==> config.mk <==
export PLATFORM = sky130hd
export DESIGN_NAME = mux41_rr
export DESIGN_NICKNAME = d
export VERILOG_FILES = /design/src/rtl/mux41_pkg.sv /design/src/rtl/rr_arbiter4.sv /design/src/rtl/mux41_rr.sv
export SDC_FILE = /design/constraint.sdc
export NUM_CORES = 1
export LEC_CHECK = 0
export BUFFER_PORTS_ARGS = -buffer_cell sky130_fd_sc_hd__buf_2
export CORE_MARGIN = 1.5
export CORE_UTILIZATION = 47
export DETAILED_ROUTE_END_ITERATION = 8
export GPL_TIMING_DRIVEN = 0
export PLACE_DENSITY = 0.88
export REMOVE_ABC_BUFFERS = 1
export SLEW_MARGIN = 20
export SYNTH_ARGS = -nofsm -noshare
export SYNTH_HDL_FRONTEND = slang
export SYNTH_SLANG_ARGS = --single-unit
==> constraint.sdc <==
create_clock -name clk -period 3.8 [get_ports clk]
set_clock_uncertainty 0.05 [all_clocks]
set_input_delay 0.57 -clock clk [delete_from_list [all_inputs] [get_ports clk]]
set_output_delay 0.57 -clock clk [all_outputs]
set_load 0.02 [all_outputs]
==> src/rtl/mux41_pkg.sv <==
// rtl/mux41_pkg.sv - shared constants and types for the 4:1 round-robin mux
package mux41_pkg;

  localparam int NUM_CH    = 4;
  localparam int WIDTH_DEF = 8;

  localparam logic [1:0] MODE_A = 2'd0;
  localparam logic [1:0] MODE_B = 2'd1;
  localparam logic [1:0] MODE_C = 2'd2;
  localparam logic [1:0] MODE_D = 2'd3;

  typedef enum logic {
    ST_EMPTY = 1'b0,
    ST_FULL  = 1'b1
  } state_e;

endpackage

==> src/rtl/rr_arbiter4.sv <==
// rtl/rr_arbiter4.sv - 4-way round-robin arbiter, search starts after last grant
module rr_arbiter4
  import mux41_pkg::*;
(
  input  logic [3:0] req,
  input  logic [1:0] last,
  input  logic       en,
  output logic [3:0] gnt_onehot,
  output logic [1:0] gnt_idx,
  output logic       any
);

  logic [1:0] cand;

  // Offsets 1..NUM_CH wrap modulo 4, so the last granted channel is checked last.
  always_comb begin
    gnt_onehot = '0;
    gnt_idx    = '0;
    any        = 1'b0;
    cand       = '0;
    for (int k = 1; k <= NUM_CH; k++) begin
      cand = last + 2'(k);
      if (en && !any && req[cand]) begin
        any              = 1'b1;
        gnt_idx          = cand;
        gnt_onehot[cand] = 1'b1;
      end
    end
  end

endmodule

==> src/rtl/mux41_rr.sv <==
// rtl/mux41_rr.sv - 4:1 round-robin stream mux with a single output register
module mux41_rr
  import mux41_pkg::*;
#(
  parameter int WIDTH = WIDTH_DEF
) (
  input  logic             clk,
  input  logic             rst,
  input  logic [3:0]       in_valid,
  input  logic [WIDTH-1:0] in_data_a,
  input  logic [WIDTH-1:0] in_data_b,
  input  logic [WIDTH-1:0] in_data_c,
  input  logic [WIDTH-1:0] in_data_d,
  output logic [3:0]       in_ready,
  output logic             out_valid,
  output logic [WIDTH-1:0] out_data,
  output logic [1:0]       out_mode,
  input  logic             out_ready
);

  state_e           state_q;
  logic [1:0]       last_q;
  logic [WIDTH-1:0] data_q;
  logic [1:0]       mode_q;

  logic             load_en;
  logic [3:0]       gnt_onehot;
  logic [1:0]       gnt_idx;
  logic             gnt_any;
  logic [WIDTH-1:0] data_d;

  // Holding reset keeps in_ready low even though the FSM already reads EMPTY.
  assign load_en = ((state_q == ST_EMPTY) || out_ready) && !rst;

  rr_arbiter4 u_arb (
    .req        (in_valid),
    .last       (last_q),
    .en         (load_en),
    .gnt_onehot (gnt_onehot),
    .gnt_idx    (gnt_idx),
    .any        (gnt_any)
  );

  always_comb begin
    data_d = '0;
    case (gnt_idx)
      MODE_A:  data_d = in_data_a;
      MODE_B:  data_d = in_data_b;
      MODE_C:  data_d = in_data_c;
      MODE_D:  data_d = in_data_d;
      default: data_d = '0;
    endcase
  end

  always_ff @(posedge clk or posedge rst) begin
    if (rst) begin
      state_q <= ST_EMPTY;
      last_q  <= MODE_D;
      data_q  <= '0;
      mode_q  <= MODE_A;
    end else if (gnt_any) begin
      state_q <= ST_FULL;
      last_q  <= gnt_idx;
      data_q  <= data_d;
      mode_q  <= gnt_idx;
    end else if ((state_q == ST_FULL) && out_ready) begin
      state_q <= ST_EMPTY;
    end
  end

  assign in_ready  = gnt_onehot;
  assign out_valid = (state_q == ST_FULL);
  assign out_data  = data_q;
  assign out_mode  = mode_q;

endmodule

; After elaboration in Yosys (flattened, before gate mapping)
; Cells that the tools add are included.
[word_totals]
elab_cells = 73
reg_bits = 13
[op_classes]
add_sub_neg = 3
n_reduce_logical = 20
magnitude_cmp = 8
n_mux = 31
bitwise = 4
eq_ne = 3
[ops]
columns = op, n
row1 = $pmux 8 s4, 1
row2 = $mux 4, 4
row3 = $mux 1, 14
row4 = $logic_and 1x1->1, 13
row5 = $lt 2x3->1 const B, 4
row6 = $or 4x4->4, 3
row7 = $bmux 1 s2, 4
row8 = $demux 1 s2, 4
row9 = $ge 2x1->1 const B, 4
row10 = $mux 2, 4
row11 = $add 2x2->2 const B, 2
row12 = $eq 2x2->1 const B, 2
row13 = $logic_not 1->1, 4
row14 = $add 2x1->2 const B, 1
row15 = $eq 2x1->1 const B, 1
row16 = $logic_not 2->1, 1
row17 = $reduce_bool 2->1, 1
row18 = $logic_or 1x1->1, 1
row19 = $not 1->1, 1

; Depth between registers and ports, before layout
; Gate-level depths: netlist (run 1).
[depth]
depth_word = 19
ltp_mapped = 11
depth_no_buf = 8

; Hierarchy
; Synthesis (run 1) repeated with hierarchy kept, for this count alone.
[unflattened]
cells_unflattened = 134
area_unflattened_um2 = 1277.5
[modules_own_cells]
columns = mod, area_per_inst_um2, instances, cells_per_inst
row1 = mux41_rr, 723.2, 1, 64
row2 = rr_arbiter4, 554.3, 1, 70

; Worst setup path after synthesis (run 1)
; No wires, ideal clock.
[synth_path]
kind = flip-flop to output port
from = register last_q[1]
to = output in_ready[0]
stages_incl_launch_ff = 9
path_slack_ns = 0.692
required_ns = 3.180
t_arrival_ns = 2.488
n_path_buf = 2
path_cell_list = dfstp_2 buf_2 inv_1 ha_1 buf_6 mux2i_1 mux2i_2 or3_1 o22ai_1
[synth_via]
elab_chain_len = 17
[synth_lines]
columns = item, line
row1 = from (decl), mux41_rr.sv:22  ; logic [1:0] last_q;
row2 = from (signal assigned), mux41_rr.sv:63  ; last_q <= gnt_idx;
row3 = branches (longest 16 deep; another with $lt 2x3->1), -
row4 = $mux 4 (*), rr_arbiter4.sv:23  ; if (en && !any && req[cand]) begin
row5 = to (decl), mux41_rr.sv:14  ; output logic [3:0] in_ready,
; Mark *: on every way between the ends. The select of a mux whose other input is x is not followed.

; Worst setup path after layout (run 1)
[layout_path]
from = register last_q[0]
to = output in_ready[3]
; The elaborated chain is that of the path after synthesis.

==> impl_metrics.xml, run 1 <==
<?xml version="1.0" encoding="UTF-8"?>
<metrics>
  <group name="synth">
    <metric name="synth.cell_area" unit="sq mm">0.001185</metric>
    <metric name="synthesis.instances" unit="">125</metric>
    <metric name="synth_cell_types" unit="">33</metric>
    <metric name="ys.warnings.count" unit="">0</metric>
    <metric name="post_synth.cell_area_avg" unit="sq um">9.479</metric>
    <metric name="yosysSeqAreaShare" unit="%">27.67</metric>
    <metric name="ys_seq_elements" unit="">13</metric>
  </group>
  <group name="power">
    <metric name="power_leakage" unit="nW">0.7704</metric>
    <metric name="comb_power_share" unit="%">68.9</metric>
    <metric name="p_clk_share" unit="%">7.0</metric>
    <metric name="intPower" unit="mW">0.6349</metric>
    <metric name="swShare" unit="%">49.17</metric>
    <metric name="power_switching" unit="mW">0.6142</metric>
    <metric name="power.share.sequential" unit="%">24.1</metric>
    <metric name="pwr_density_cell" unit="mW/mm^2">844.6</metric>
    <metric name="ir_drop" unit="mV">0.5329</metric>
  </group>
  <group name="die">
    <metric name="die_h" unit="um">53.21</metric>
    <metric name="fp-row-count" unit="">18</metric>
    <metric name="fp.dieW" unit="um">53.21</metric>
    <metric name="fp.dieArea" unit="sq mm">0.002831</metric>
    <metric name="floorplan.initialDensity" unit="%">48.71</metric>
    <metric name="design.portCount" unit="">54</metric>
    <metric name="placeableCoreArea" unit="sq mm">0.002432</metric>
  </group>
  <group name="place">
    <metric name="postPlaceCellArea" unit="sq mm">0.001435</metric>
    <metric name="globalplace.congestion" unit="">0.8104</metric>
    <metric name="dp_hpwl" unit="mm">2.297</metric>
    <metric name="detailedPlace.worstSlack" unit="ps">59.79</metric>
    <metric name="port-buffer-count" unit="">53</metric>
  </group>
  <group name="route">
    <metric name="viasPerCell" unit="">5.734</metric>
    <metric name="dr.pass1.iters" unit="">4</metric>
    <metric name="vias" unit="">1164</metric>
    <metric name="drc" unit="">0</metric>
    <metric name="postRouteWirelength" unit="mm">2.972</metric>
    <metric name="number_of_drc_violations_after_detailed_routing_iteration_0" unit="">22</metric>
    <metric name="routedWlPerCell" unit="um">14.64</metric>
    <metric name="post_detailed_route_count_of_antenna_violating_nets" unit="">0</metric>
  </group>
  <group name="grt">
    <metric name="grt_pass1_wl" unit="mm">4.671</metric>
    <metric name="first_global_vias" unit="">1086</metric>
    <metric name="track_usage" unit="%">22.12</metric>
    <metric name="grt_max_degree" unit="">20</metric>
    <metric name="overflow" unit="">0</metric>
    <metric name="antenna_violations_before_repair" unit="">0</metric>
  </group>
  <group name="outcome">
    <metric name="run_status" unit="">completed</metric>
  </group>
  <group name="finish">
    <metric name="fin_nets" unit="">221</metric>
    <metric name="final_util" unit="%">60.80</metric>
    <metric name="layout-drive-gt1-share" unit="%">39.88</metric>
    <metric name="antennaDiodeCount" unit="">0</metric>
    <metric name="post_route_cell_area" unit="sq mm">0.001479</metric>
    <metric name="layout_area_growth_over_synthesis" unit="%">24.82</metric>
  </group>
  <group name="clock_tree">
    <metric name="clk_pin_slew" unit="ps">80</metric>
    <metric name="ctsHtreeMaxLevel" unit="">1</metric>
    <metric name="clock_sink_count" unit="">13</metric>
    <metric name="cts_buffers" unit="">3</metric>
    <metric name="cts_setup_buffers" unit="">0</metric>
    <metric name="hold_buffers" unit="">0</metric>
    <metric name="worst_skew_pair.late_latency" unit="ps">280</metric>
    <metric name="clock_path_buffers" unit="">2</metric>
    <metric name="buffer_cell_driving_the_clock_tree_root" unit="">clkbuf_4</metric>
    <metric name="cts_tree" unit="">yes</metric>
  </group>
  <group name="sta">
    <metric name="finalCritPeriodShare" unit="%">94.14</metric>
    <metric name="relative_slew_slack" unit="%">48.52</metric>
    <metric name="worst-slew-pin-transition" unit="ps">763.8</metric>
    <metric name="setup_repair_after_global_routing_missed_its_margin" unit="">false</metric>
    <metric name="setup-violations-final" unit="">0</metric>
    <metric name="number_of_hold_slack_violations_in_the_final_timing_report" unit="">0</metric>
    <metric name="period_minus_slack" unit="ps">3577</metric>
    <metric name="postLayoutSetupSlackWorst" unit="ps">222.7</metric>
    <metric name="fmax" unit="MHz">279.5</metric>
    <metric name="setup_total_negative_slack" unit="ps">0</metric>
    <metric name="report.final.slew_viol_count" unit="">0</metric>
  </group>
  <group name="critical_path">
    <metric name="max_stage_delay_on_crit_path" unit="ps">740</metric>
    <metric name="cp-start-kind" unit="">flop</metric>
    <metric name="type_of_the_worst_setup_path" unit="">flop to output pin</metric>
    <metric name="worst_path_max_delay_cell" unit="">dfstp_4</metric>
    <metric name="worstSetupEndpointType" unit="">output pin</metric>
    <metric name="critical_path.cell_chain" unit="">inv_1, ha_2, mux2i_1, mux2i_2, or3_1, o22ai_1, buf_2</metric>
    <metric name="worst_reg2reg_path_length_in_cells" unit="">7</metric>
    <metric name="arrival" unit="ps">2960</metric>
    <metric name="data_required_time_at_the_worst_endpoint" unit="ps">3180</metric>
    <metric name="critical_path.max_fanout" unit="">19</metric>
  </group>
  <group name="run">
    <metric name="drv_cap" unit="">0</metric>
  </group>
  <group name="worst_hold_path">
    <metric name="worst_min_path_class" unit="">input pin to async pin</metric>
  </group>
</metrics>
-- power by group through the flow --
stage          logic (mW)  registers [mW]  clock network [mW]
2_1_floorplan       0.570           0.349                   0
3_5_place_dp        0.842           0.293                   0
4_1_cts             0.842           0.292              0.0892
3_3_place_gp        0.799           0.287                   0
5_1_grt             0.931           0.314              0.0960
6_report            0.861           0.301              0.0879
-- worst max-delay path, delay by kind of cell (launching register included) --
kind / cells / cell delay, ps
AND/OR/NAND/NOR: 1 / 440
AO/OA/AOI/OAI: 1 / 190
buffers and inverters: 2 / 340
adder cells (fa/ha/maj): 1 / 440
flip-flops: 1 / 740
multiplexers: 2 / 520
-- stage by stage --
stage,std cells,power [mW],hold WS (ps)
after CTS,203,1.224,266.0
after global routing,203,1.342,289.8
final,203,1.249,262.8
after floorplan,115,0.9195,408.6
after global placement,198,1.086,406.6
after detailed placement,199,1.134,417.0
-- state kept, by name, indices dropped and copies added, names as in the netlist --
| register | cells |
|---|---|
| out_data | 8 |
| out_valid | 1 |
| out_mode | 2 |
| last_q | 2 |
-- kinds of logic after synthesis --
logic type               after synthesis  share of synthesized area (%)
AO/OA/AOI/OAI                         37                          23.55
AND/OR/NAND/NOR                       32                          12.88
multiplexers                          22                          21.01
buffers and inverters                 13                          6.440
flip-flops                            13                          27.67
adder cells (fa/ha/maj)                8                          8.448
-- routing by layer --
layer	vias to the layer above	global-route usage (%)	share of wire (%)
li1	570	-	-
met1	529	27.56	42
met2	58	37.24	49
met3	7	3.107	6.8
met4	0	10.26	1.8
met5	-	0	0
-- layout by cell type, fill, tap and decap left out, drive strengths merged --
cell type,n
o21ba,1
o41ai,1
and2,1
or3,1
dfstp,2
inv,3
nor3b,1
o32a,1
ha,8
mux4,2
nand2,21
o22a,1
o22ai,5
nand2b,3
o31ai,1
nor2,2
o21ai,1
a2bb2oi,1
mux2i,20
a21oi,5
nand3,1
a22oi,9
dfrtp,11
clkinv,1
buf,54
nor2b,2
a22o,1
o221ai,10
clkbuf,3
-- synthesized netlist by cell type --
cell type | n | area share, %
a21oi_1 | 5 | 2.1
a22o_1 | 1 | 0.74
a22oi_1 | 9 | 5.7
a2bb2oi_1 | 1 | 0.74
and2_1 | 1 | 0.53
buf_2 | 3 | 1.3
buf_6 | 3 | 2.9
clkbuf_1 | 3 | 0.95
clkbuf_2 | 1 | 0.42
dfrtp_1 | 11 | 23
dfstp_2 | 2 | 4.4
ha_1 | 8 | 8.4
inv_1 | 3 | 0.95
mux2i_1 | 19 | 16
mux2i_2 | 1 | 1.2
mux4_2 | 2 | 3.8
nand2_1 | 21 | 6.7
nand2b_1 | 3 | 1.6
nand3_1 | 1 | 0.42
nor2_1 | 1 | 0.32
nor2_2 | 1 | 0.53
nor2b_1 | 1 | 0.53
nor2b_4 | 1 | 1.2
nor3b_1 | 1 | 0.63
o21ai_0 | 1 | 0.42
o21ba_2 | 1 | 0.84
o221ai_1 | 10 | 7.4
o22a_1 | 1 | 0.74
o22ai_1 | 5 | 2.6
o31ai_1 | 1 | 0.63
o32a_1 | 1 | 0.84
o41ai_1 | 1 | 0.74
or3_1 | 1 | 0.53
-- timing repair --
| item | in CTS | in global routing |
|---|---|---|
| endpoints found under the hold margin | 0 | 0 |
| resized for setup | 0 | 4 |
| endpoints found under the setup margin | 0 | 12 |
-- final timing paths --
kind                        startpoint           to  slack (ps)
max in group asynchronous          rst    last_q[0]        3070
setup / recovery             last_q[0]  in_ready[3]         220
hold reg to reg            out_mode[1]  out_mode[1]         430
setup reg to reg             last_q[0]  out_data[1]         420
min in group clk           out_mode[1]  out_mode[1]         430
hold / removal                     rst    out_valid         260
-- layout make-up --
type / count / area (sq um)
clock buffers: 3 / 22.52
clock inverters: 1 / 5.005
fillers: 220 / 953.4
inverters: 3 / 11.26
multi-input cells: 99 / 797.0
flip-flops and latches: 13 / 335.3
well taps: 30 / 37.54
repair buffers: 54 / 270.3
Power figures use the tool's default switching activity.
==> run 2: changes to the inputs <==
==> constraint.sdc (replaced) <==
create_clock -name clk -period 3.8 [get_ports clk]
set_clock_uncertainty 0.05 [all_clocks]
set_input_delay 0.57 -clock clk [delete_from_list [all_inputs] [get_ports clk]]
set_output_delay 0.57 -clock clk [all_outputs]
set_load 0.1 [all_outputs]
==> run 2 against run 1 <==
Effect of this change: final cell count is the same; sequential share of layout area shrank 0.49 points; critical endpoint is now out_data[1]; first-iteration DRC count grew 18%; design area grew 2.2%; clock-buffer cell count is the same; critical path depth grew 1; die area is the same.
==> impl_metrics.xml, run 2 (synthesis results as in run 1) <==
<?xml version="1.0" encoding="UTF-8"?>
<metrics>
  <group name="finish">
    <metric name="mostFrequentLayoutCell" unit="">buf_2</metric>
    <metric name="fin_nets" unit="">221</metric>
    <metric name="area_occupied_by_registers" unit="sq um">335.3</metric>
    <metric name="layout-drive-gt1-share" unit="%">39.88</metric>
    <metric name="largest_register_ffs" unit="">8</metric>
    <metric name="area_used_by_multi_input_combinational_logic" unit="sq um">804.5</metric>
    <metric name="layout_area_growth_over_synthesis" unit="%">27.56</metric>
    <metric name="num-fill-cells" unit="">212</metric>
    <metric name="antennaDiodeCount" unit="">0</metric>
    <metric name="mostFrequentLayoutCells" unit="">buf_2 (50), nand2_1 (21), mux2i_1 (18)</metric>
  </group>
  <group name="clock_tree">
    <metric name="buffer_cell_driving_the_clock_tree_root" unit="">clkbuf_4</metric>
    <metric name="clk_pin_slew" unit="ps">80</metric>
    <metric name="cts_setup_buffers" unit="">0</metric>
    <metric name="cts_buffers" unit="">3</metric>
    <metric name="clock_path_buffers" unit="">2</metric>
    <metric name="cts_tree" unit="">yes</metric>
    <metric name="clock_sink_count" unit="">13</metric>
    <metric name="ctsHtreeMaxLevel" unit="">1</metric>
    <metric name="worst_skew_pair.late_latency" unit="ps">280</metric>
  </group>
  <group name="critical_path">
    <metric name="data_required_time_at_the_worst_endpoint" unit="ps">3940</metric>
    <metric name="regToRegStartpoint" unit="">last_q[0]</metric>
    <metric name="cp-start-kind" unit="">flop</metric>
    <metric name="regToRegEndpoint" unit="">out_data[1]</metric>
    <metric name="worst_reg2reg_path_length_in_cells" unit="">8</metric>
    <metric name="timing.reg2reg.setup_slack" unit="ps">240</metric>
    <metric name="arrival" unit="ps">3700</metric>
    <metric name="max_stage_delay_on_crit_path" unit="ps">740</metric>
    <metric name="critical-path-top-cell-by-count" unit="">mux2i_2</metric>
    <metric name="type_of_the_worst_setup_path" unit="">flop to flop</metric>
    <metric name="worst_path_max_delay_cell" unit="">dfstp_4</metric>
    <metric name="first_element_of_the_critical_path" unit="">last_q[0]</metric>
    <metric name="critical_path.cell_chain" unit="">inv_1, ha_4, mux2i_2, mux2i_2, or3_1, a2bb2oi_1, nand2b_1, o221ai_1</metric>
    <metric name="worstSetupEndpointType" unit="">flop</metric>
    <metric name="endpoint" unit="">out_data[1]</metric>
    <metric name="critical_path.max_fanout" unit="">19</metric>
  </group>
  <group name="die">
    <metric name="fp.dieArea" unit="sq mm">0.002831</metric>
    <metric name="placeableCoreArea" unit="sq mm">0.002432</metric>
    <metric name="fp.dieW" unit="um">53.21</metric>
    <metric name="fp-row-count" unit="">18</metric>
    <metric name="design.portCount" unit="">54</metric>
    <metric name="die_h" unit="um">53.21</metric>
    <metric name="floorplan.initialDensity" unit="%">48.71</metric>
  </group>
  <group name="run">
    <metric name="drv_cap" unit="">0</metric>
  </group>
  <group name="grt">
    <metric name="overflow" unit="">0</metric>
    <metric name="track_usage" unit="%">22.12</metric>
    <metric name="grt_max_degree" unit="">20</metric>
    <metric name="first_global_vias" unit="">1086</metric>
    <metric name="antenna_violations_before_repair" unit="">0</metric>
    <metric name="grt_pass1_wl" unit="mm">4.671</metric>
  </group>
  <group name="sta">
    <metric name="setup-violations-final" unit="">0</metric>
    <metric name="postLayoutSetupSlackWorst" unit="ps">239.8</metric>
    <metric name="fmax" unit="MHz">280.9</metric>
    <metric name="period_minus_slack" unit="ps">3560</metric>
    <metric name="worst-slew-pin-transition" unit="ps">890.8</metric>
    <metric name="setup_repair_after_global_routing_missed_its_margin" unit="">false</metric>
    <metric name="finalCritPeriodShare" unit="%">93.69</metric>
    <metric name="relative_slew_slack" unit="%">40.38</metric>
    <metric name="report.final.slew_viol_count" unit="">0</metric>
    <metric name="number_of_hold_slack_violations_in_the_final_timing_report" unit="">0</metric>
  </group>
  <group name="route">
    <metric name="postRouteWirelength" unit="mm">2.952</metric>
    <metric name="number_of_drc_violations_after_detailed_routing_iteration_0" unit="">26</metric>
    <metric name="post_detailed_route_count_of_antenna_violating_nets" unit="">0</metric>
    <metric name="viasPerCell" unit="">5.783</metric>
    <metric name="drc" unit="">0</metric>
    <metric name="vias" unit="">1174</metric>
    <metric name="dr.pass1.iters" unit="">4</metric>
    <metric name="routedWlPerCell" unit="um">14.54</metric>
  </group>
  <group name="place">
    <metric name="detailedPlace.worstSlack" unit="ps">59.79</metric>
    <metric name="globalplace.congestion" unit="">0.8104</metric>
    <metric name="port-buffer-count" unit="">53</metric>
    <metric name="dp_hpwl" unit="mm">2.297</metric>
  </group>
  <group name="outcome">
    <metric name="run_status" unit="">completed</metric>
  </group>
  <group name="worst_hold_path">
    <metric name="worst_min_path_class" unit="">input pin to async pin</metric>
  </group>
</metrics>
## run 2: cell counts in the layout (fill, tap and decap cells not counted)
Identical to the previous run, type by type.
## run 2: timing repair
action	CTS	global route
resized for setup	5	8
hold buffers	0	0
setup endpoints to repair	4	12
## run 2: worst max-delay path: cells and delay by family (launching register included)
| kind | cells | cell delay [ps] |
|---|---|---|
| AO/OA/AOI/OAI | 2 | 1040 |
| flip-flops | 1 | 740 |
| AND/OR/NAND/NOR | 2 | 650 |
| multiplexers | 2 | 500 |
| adder cells (fa/ha/maj) | 1 | 310 |
| buffers and inverters | 1 | 170 |
## run 2: final cells by class
type | instances | area share [%]
clock buffer | 3 | 1.490
clock inverter | 1 | 0.3311
inverter | 3 | 0.7450
multi-input combinational | 99 | 53.23
sequential | 13 | 22.19
tap | 30 | 2.483
timing repair buffer | 54 | 19.54
## run 2: per-stage QoR
stage	hold WS, ps	area, sq um	util (%)	setup TNS, ps	instances
2_1_floorplan	408.6	1120	-	-1669	115
3_3_place_gp	406.6	1423	58.49	0	198
3_5_place_dp	417.0	1435	59.00	0	199
4_1_cts	266.0	1476	60.70	0	203
5_1_grt	289.8	1511	62.14	0	203
6_report	262.2	1511	62.14	0	203
## run 2: how the worst min path moves through the flow
stage | endpoint | slack (ps) | cells past startpoint
after floorplan | out_data[0] | 410 | 1
after CTS | out_data[4] | 270 | 2
final | out_data[4] | 260 | 2
after global placement | out_mode[0] | 410 | 2
after detailed placement | out_mode[1] | 420 | 2
after global routing | out_valid | 290 | 2
## run 2: routing by layer
metal	vias up	GRT usage [%]	share of wire, %
met5	-	0	0
met4	0	10.26	1.7
met3	7	3.107	6.4
met2	56	37.24	49
met1	541	27.56	43
li1	570	-	-
Power of run 2 is left out: the tool's default activity adds up to more than one toggle a clock period on the data nets, which glitch-free logic cannot reach.
==> run 3: changes to the inputs <==
--- a/config.mk
+++ b/config.mk
@@ -7,7 +7,7 @@
 export LEC_CHECK = 0
 export BUFFER_PORTS_ARGS = -buffer_cell sky130_fd_sc_hd__buf_2
 export CORE_MARGIN = 1.5
-export CORE_UTILIZATION = 47
+export CORE_UTILIZATION = 48
 export DETAILED_ROUTE_END_ITERATION = 8
 export GPL_TIMING_DRIVEN = 0
 export PLACE_DENSITY = 0.88
@@ -15,4 +15,5 @@
 export SLEW_MARGIN = 20
 export SYNTH_ARGS = -nofsm -noshare
 export SYNTH_HDL_FRONTEND = slang
+export SYNTH_HIERARCHICAL = 1
 export SYNTH_SLANG_ARGS = --single-unit
==> run 3 against run 2 <==
Effect of this change: maximum frequency shrank 2.5%; via count rose by 4.8%; core utilization rose by 0.52 points; global-route usage shrank 1.3 points; design area rose by 3.6%; critical path depth down 1; sequential share of layout area down 1.0 points; final cell count grew 5.9%; largest cell class unchanged.
==> impl_metrics.xml, run 3 <==
<?xml version="1.0" encoding="UTF-8"?>
<metrics>
  <group name="grt">
    <metric name="grt_pass1_wl" unit="mm">4.623</metric>
    <metric name="antenna_violations_before_repair" unit="">0</metric>
    <metric name="track_usage" unit="%">20.81</metric>
    <metric name="grt_max_degree" unit="">18</metric>
    <metric name="overflow" unit="">0</metric>
    <metric name="first_global_vias" unit="">1137</metric>
  </group>
  <group name="sta">
    <metric name="setup-violations-final" unit="">0</metric>
    <metric name="number_of_hold_slack_violations_in_the_final_timing_report" unit="">0</metric>
    <metric name="fmax" unit="MHz">273.8</metric>
    <metric name="report.final.slew_viol_count" unit="">0</metric>
    <metric name="relative_slew_slack" unit="%">53.20</metric>
    <metric name="period_minus_slack" unit="ps">3652</metric>
    <metric name="finalCritPeriodShare" unit="%">96.10</metric>
    <metric name="hold_ws" unit="ps">267.4</metric>
    <metric name="postLayoutSetupSlackWorst" unit="ps">148.2</metric>
    <metric name="worst-slew-pin-transition" unit="ps">702.0</metric>
    <metric name="setup_repair_after_global_routing_missed_its_margin" unit="">false</metric>
  </group>
  <group name="synth">
    <metric name="post_synthesis_share_of_cell_area_spent_on_xor_and_xnor_gates" unit="%">0</metric>
    <metric name="synth_enable_flop_cells" unit="">0</metric>
    <metric name="post_synth_fa_ha_maj_area_fraction" unit="%">7.835</metric>
    <metric name="ys_seq_elements" unit="">13</metric>
    <metric name="top_count_cell_post_synth" unit="">mux2i_1</metric>
    <metric name="yosys.area.top_type_share" unit="%">21.55</metric>
    <metric name="synth_top_family_by_area" unit="">multiplexers</metric>
    <metric name="synthDominantAreaCellType" unit="">dfrtp_1</metric>
    <metric name="netlist_top_cells_count" unit="">mux2i_1 (24), nand2_1 (18), inv_1 (12)</metric>
    <metric name="synth.mux.area_fraction" unit="%">27.62</metric>
    <metric name="synth.cell_area" unit="sq mm">0.001277</metric>
    <metric name="ys_top_cells_by_area" unit="">dfrtp_1 (22%), mux2i_1 (19%), ha_1 (7.8%)</metric>
    <metric name="ys.warnings.count" unit="">6</metric>
    <metric name="synthesis.instances" unit="">134</metric>
    <metric name="post_synth.cell_area_avg" unit="sq um">9.533</metric>
    <metric name="synth_async_sr_flop_share" unit="%">100.0</metric>
    <metric name="synth_compound_area_share" unit="%">17.53</metric>
    <metric name="synthFlopType" unit="">dfrtp_1</metric>
    <metric name="yosysSeqAreaShare" unit="%">25.66</metric>
    <metric name="synthSimpleGateAreaFrac" unit="%">12.05</metric>
    <metric name="synth_cell_types" unit="">30</metric>
  </group>
  <group name="power">
    <metric name="ir_drop" unit="mV">0.6138</metric>
    <metric name="pwr_density_cell" unit="mW/mm^2">957.5</metric>
    <metric name="power_leakage" unit="nW">0.7317</metric>
    <metric name="post-layout-total-power" unit="mW">1.500</metric>
  </group>
  <group name="die">
    <metric name="floorplan.initialDensity" unit="%">51.10</metric>
    <metric name="fp-row-count" unit="">18</metric>
    <metric name="fp.dieW" unit="um">54.59</metric>
    <metric name="fp.dieArea" unit="sq mm">0.002980</metric>
    <metric name="design.portCount" unit="">54</metric>
    <metric name="placeableCoreArea" unit="sq mm">0.002500</metric>
    <metric name="die_h" unit="um">54.59</metric>
  </group>
  <group name="finish">
    <metric name="layoutNonFillerInstCount" unit="">215</metric>
    <metric name="antennaDiodeCount" unit="">0</metric>
    <metric name="layout-drive-gt1-share" unit="%">36.76</metric>
    <metric name="layout_area_growth_over_synthesis" unit="%">22.62</metric>
    <metric name="largest_register_ffs" unit="">8</metric>
    <metric name="final_util" unit="%">62.66</metric>
    <metric name="num-fill-cells" unit="">220</metric>
    <metric name="mostFrequentLayoutCells" unit="">buf_2 (49), mux2i_1 (24), nand2_1 (18)</metric>
    <metric name="mostFrequentLayoutCell" unit="">buf_2</metric>
    <metric name="fin_nets" unit="">233</metric>
  </group>
  <group name="clock_tree">
    <metric name="cts_buffers" unit="">3</metric>
    <metric name="clock_path_buffers" unit="">2</metric>
    <metric name="ctsHtreeMaxLevel" unit="">1</metric>
    <metric name="clk_pin_slew" unit="ps">80</metric>
    <metric name="cts_tree" unit="">yes</metric>
    <metric name="clock_sink_count" unit="">13</metric>
    <metric name="buffer_cell_driving_the_clock_tree_root" unit="">clkbuf_4</metric>
    <metric name="hold_buffers" unit="">0</metric>
    <metric name="worst_skew_pair.late_latency" unit="ps">270</metric>
  </group>
  <group name="route">
    <metric name="drc" unit="">0</metric>
    <metric name="number_of_drc_violations_after_detailed_routing_iteration_0" unit="">37</metric>
    <metric name="routedWlPerCell" unit="um">13.58</metric>
    <metric name="vias" unit="">1230</metric>
    <metric name="postRouteWirelength" unit="mm">2.920</metric>
    <metric name="viasPerCell" unit="">5.721</metric>
    <metric name="dr.pass1.iters" unit="">4</metric>
    <metric name="post_detailed_route_count_of_antenna_violating_nets" unit="">0</metric>
  </group>
  <group name="critical_path">
    <metric name="type_of_the_worst_setup_path" unit="">flop to output pin</metric>
    <metric name="worstSetupEndpointType" unit="">output pin</metric>
    <metric name="data_required_time_at_the_worst_endpoint" unit="ps">3180</metric>
    <metric name="cp-start-kind" unit="">flop</metric>
    <metric name="worst_reg2reg_path_length_in_cells" unit="">9</metric>
    <metric name="first_element_of_the_critical_path" unit="">last_q[0]</metric>
    <metric name="arrival" unit="ps">3030</metric>
    <metric name="critical_path.max_fanout" unit="">17</metric>
    <metric name="regToRegStartpoint" unit="">last_q[0]</metric>
  </group>
  <group name="place">
    <metric name="port-buffer-count" unit="">53</metric>
    <metric name="dp_hpwl" unit="mm">2.368</metric>
    <metric name="globalplace.congestion" unit="">0.8683</metric>
    <metric name="detailedPlace.worstSlack" unit="ps">280.0</metric>
    <metric name="dp.cells" unit="">211</metric>
  </group>
  <group name="outcome">
    <metric name="run_status" unit="">completed</metric>
  </group>
  <group name="run">
    <metric name="drv_cap" unit="">0</metric>
  </group>
  <group name="worst_hold_path">
    <metric name="worst_min_path_class" unit="">input pin to async pin</metric>
  </group>
</metrics>
[run 3: metal layers]
metal  global-route usage (%)  vias to the layer above  wire [um]
met4                    6.250                        0         25
met1                    24.74                      580       1208
met2                    38.10                       60       1467
met5                        0                        -          0
li1                         -                      586          -
met3                    3.005                        4        218
[run 3: final timing paths]
path,end,slack [ps]
setup / recovery,in_ready[3],150
hold / removal,out_data[0],270
setup reg to reg,out_data[4],380
hold reg to reg,out_valid,450
max in group asynchronous,last_q[1],3080
min in group clk,out_valid,450
[run 3: logic make-up (layout without fill, tap and decap cells)]
kind of cell	Yosys count	in the layout
compound gates	31	31
fa+ha+maj	8	8
buf+inv	20	71
flops	13	13
mux	30	30
simple gates	32	32
[run 3: through the flow]
stage	TNS (ps)	area (sq um)
after CTS	0	1558
final	0	1567
after global placement	-2267	1510
after floorplan	-1247	1207
after detailed placement	0	1525
after global routing	0	1567
[run 3: timing repair]
| action | CTS | global route |
|---|---|---|
| setup endpoints to repair | 2 | 4 |
| setup buffers | 0 | 0 |
| gates resized for setup | 2 | 3 |
[run 3: layout make-up]
cell class | count | area (sq um) | area share (%)
inverter | 13 | 48.80 | 3.115
multi-input combinational | 101 | 834.6 | 53.27
timing repair buffer | 54 | 286.5 | 18.29
clock inverter | 1 | 5.005 | 0.3195
sequential | 13 | 331.6 | 21.17
clock buffer | 3 | 22.52 | 1.438
tap | 30 | 37.54 | 2.396
[run 3: power by group]
group          switching (mW)  internal, mW
registers              0.0743         0.210
clock network          0.0447        0.0389
logic                   0.811         0.320
[run 3: critical path, stage by stage, from the launching register on]
cell and delay, ps:
dfstp_4 750, inv_2 110, ha_1 410, mux2_2 420
nor3b_1 290, o21ai_1 220, o2bb2ai_1 210, clkbuf_4 350
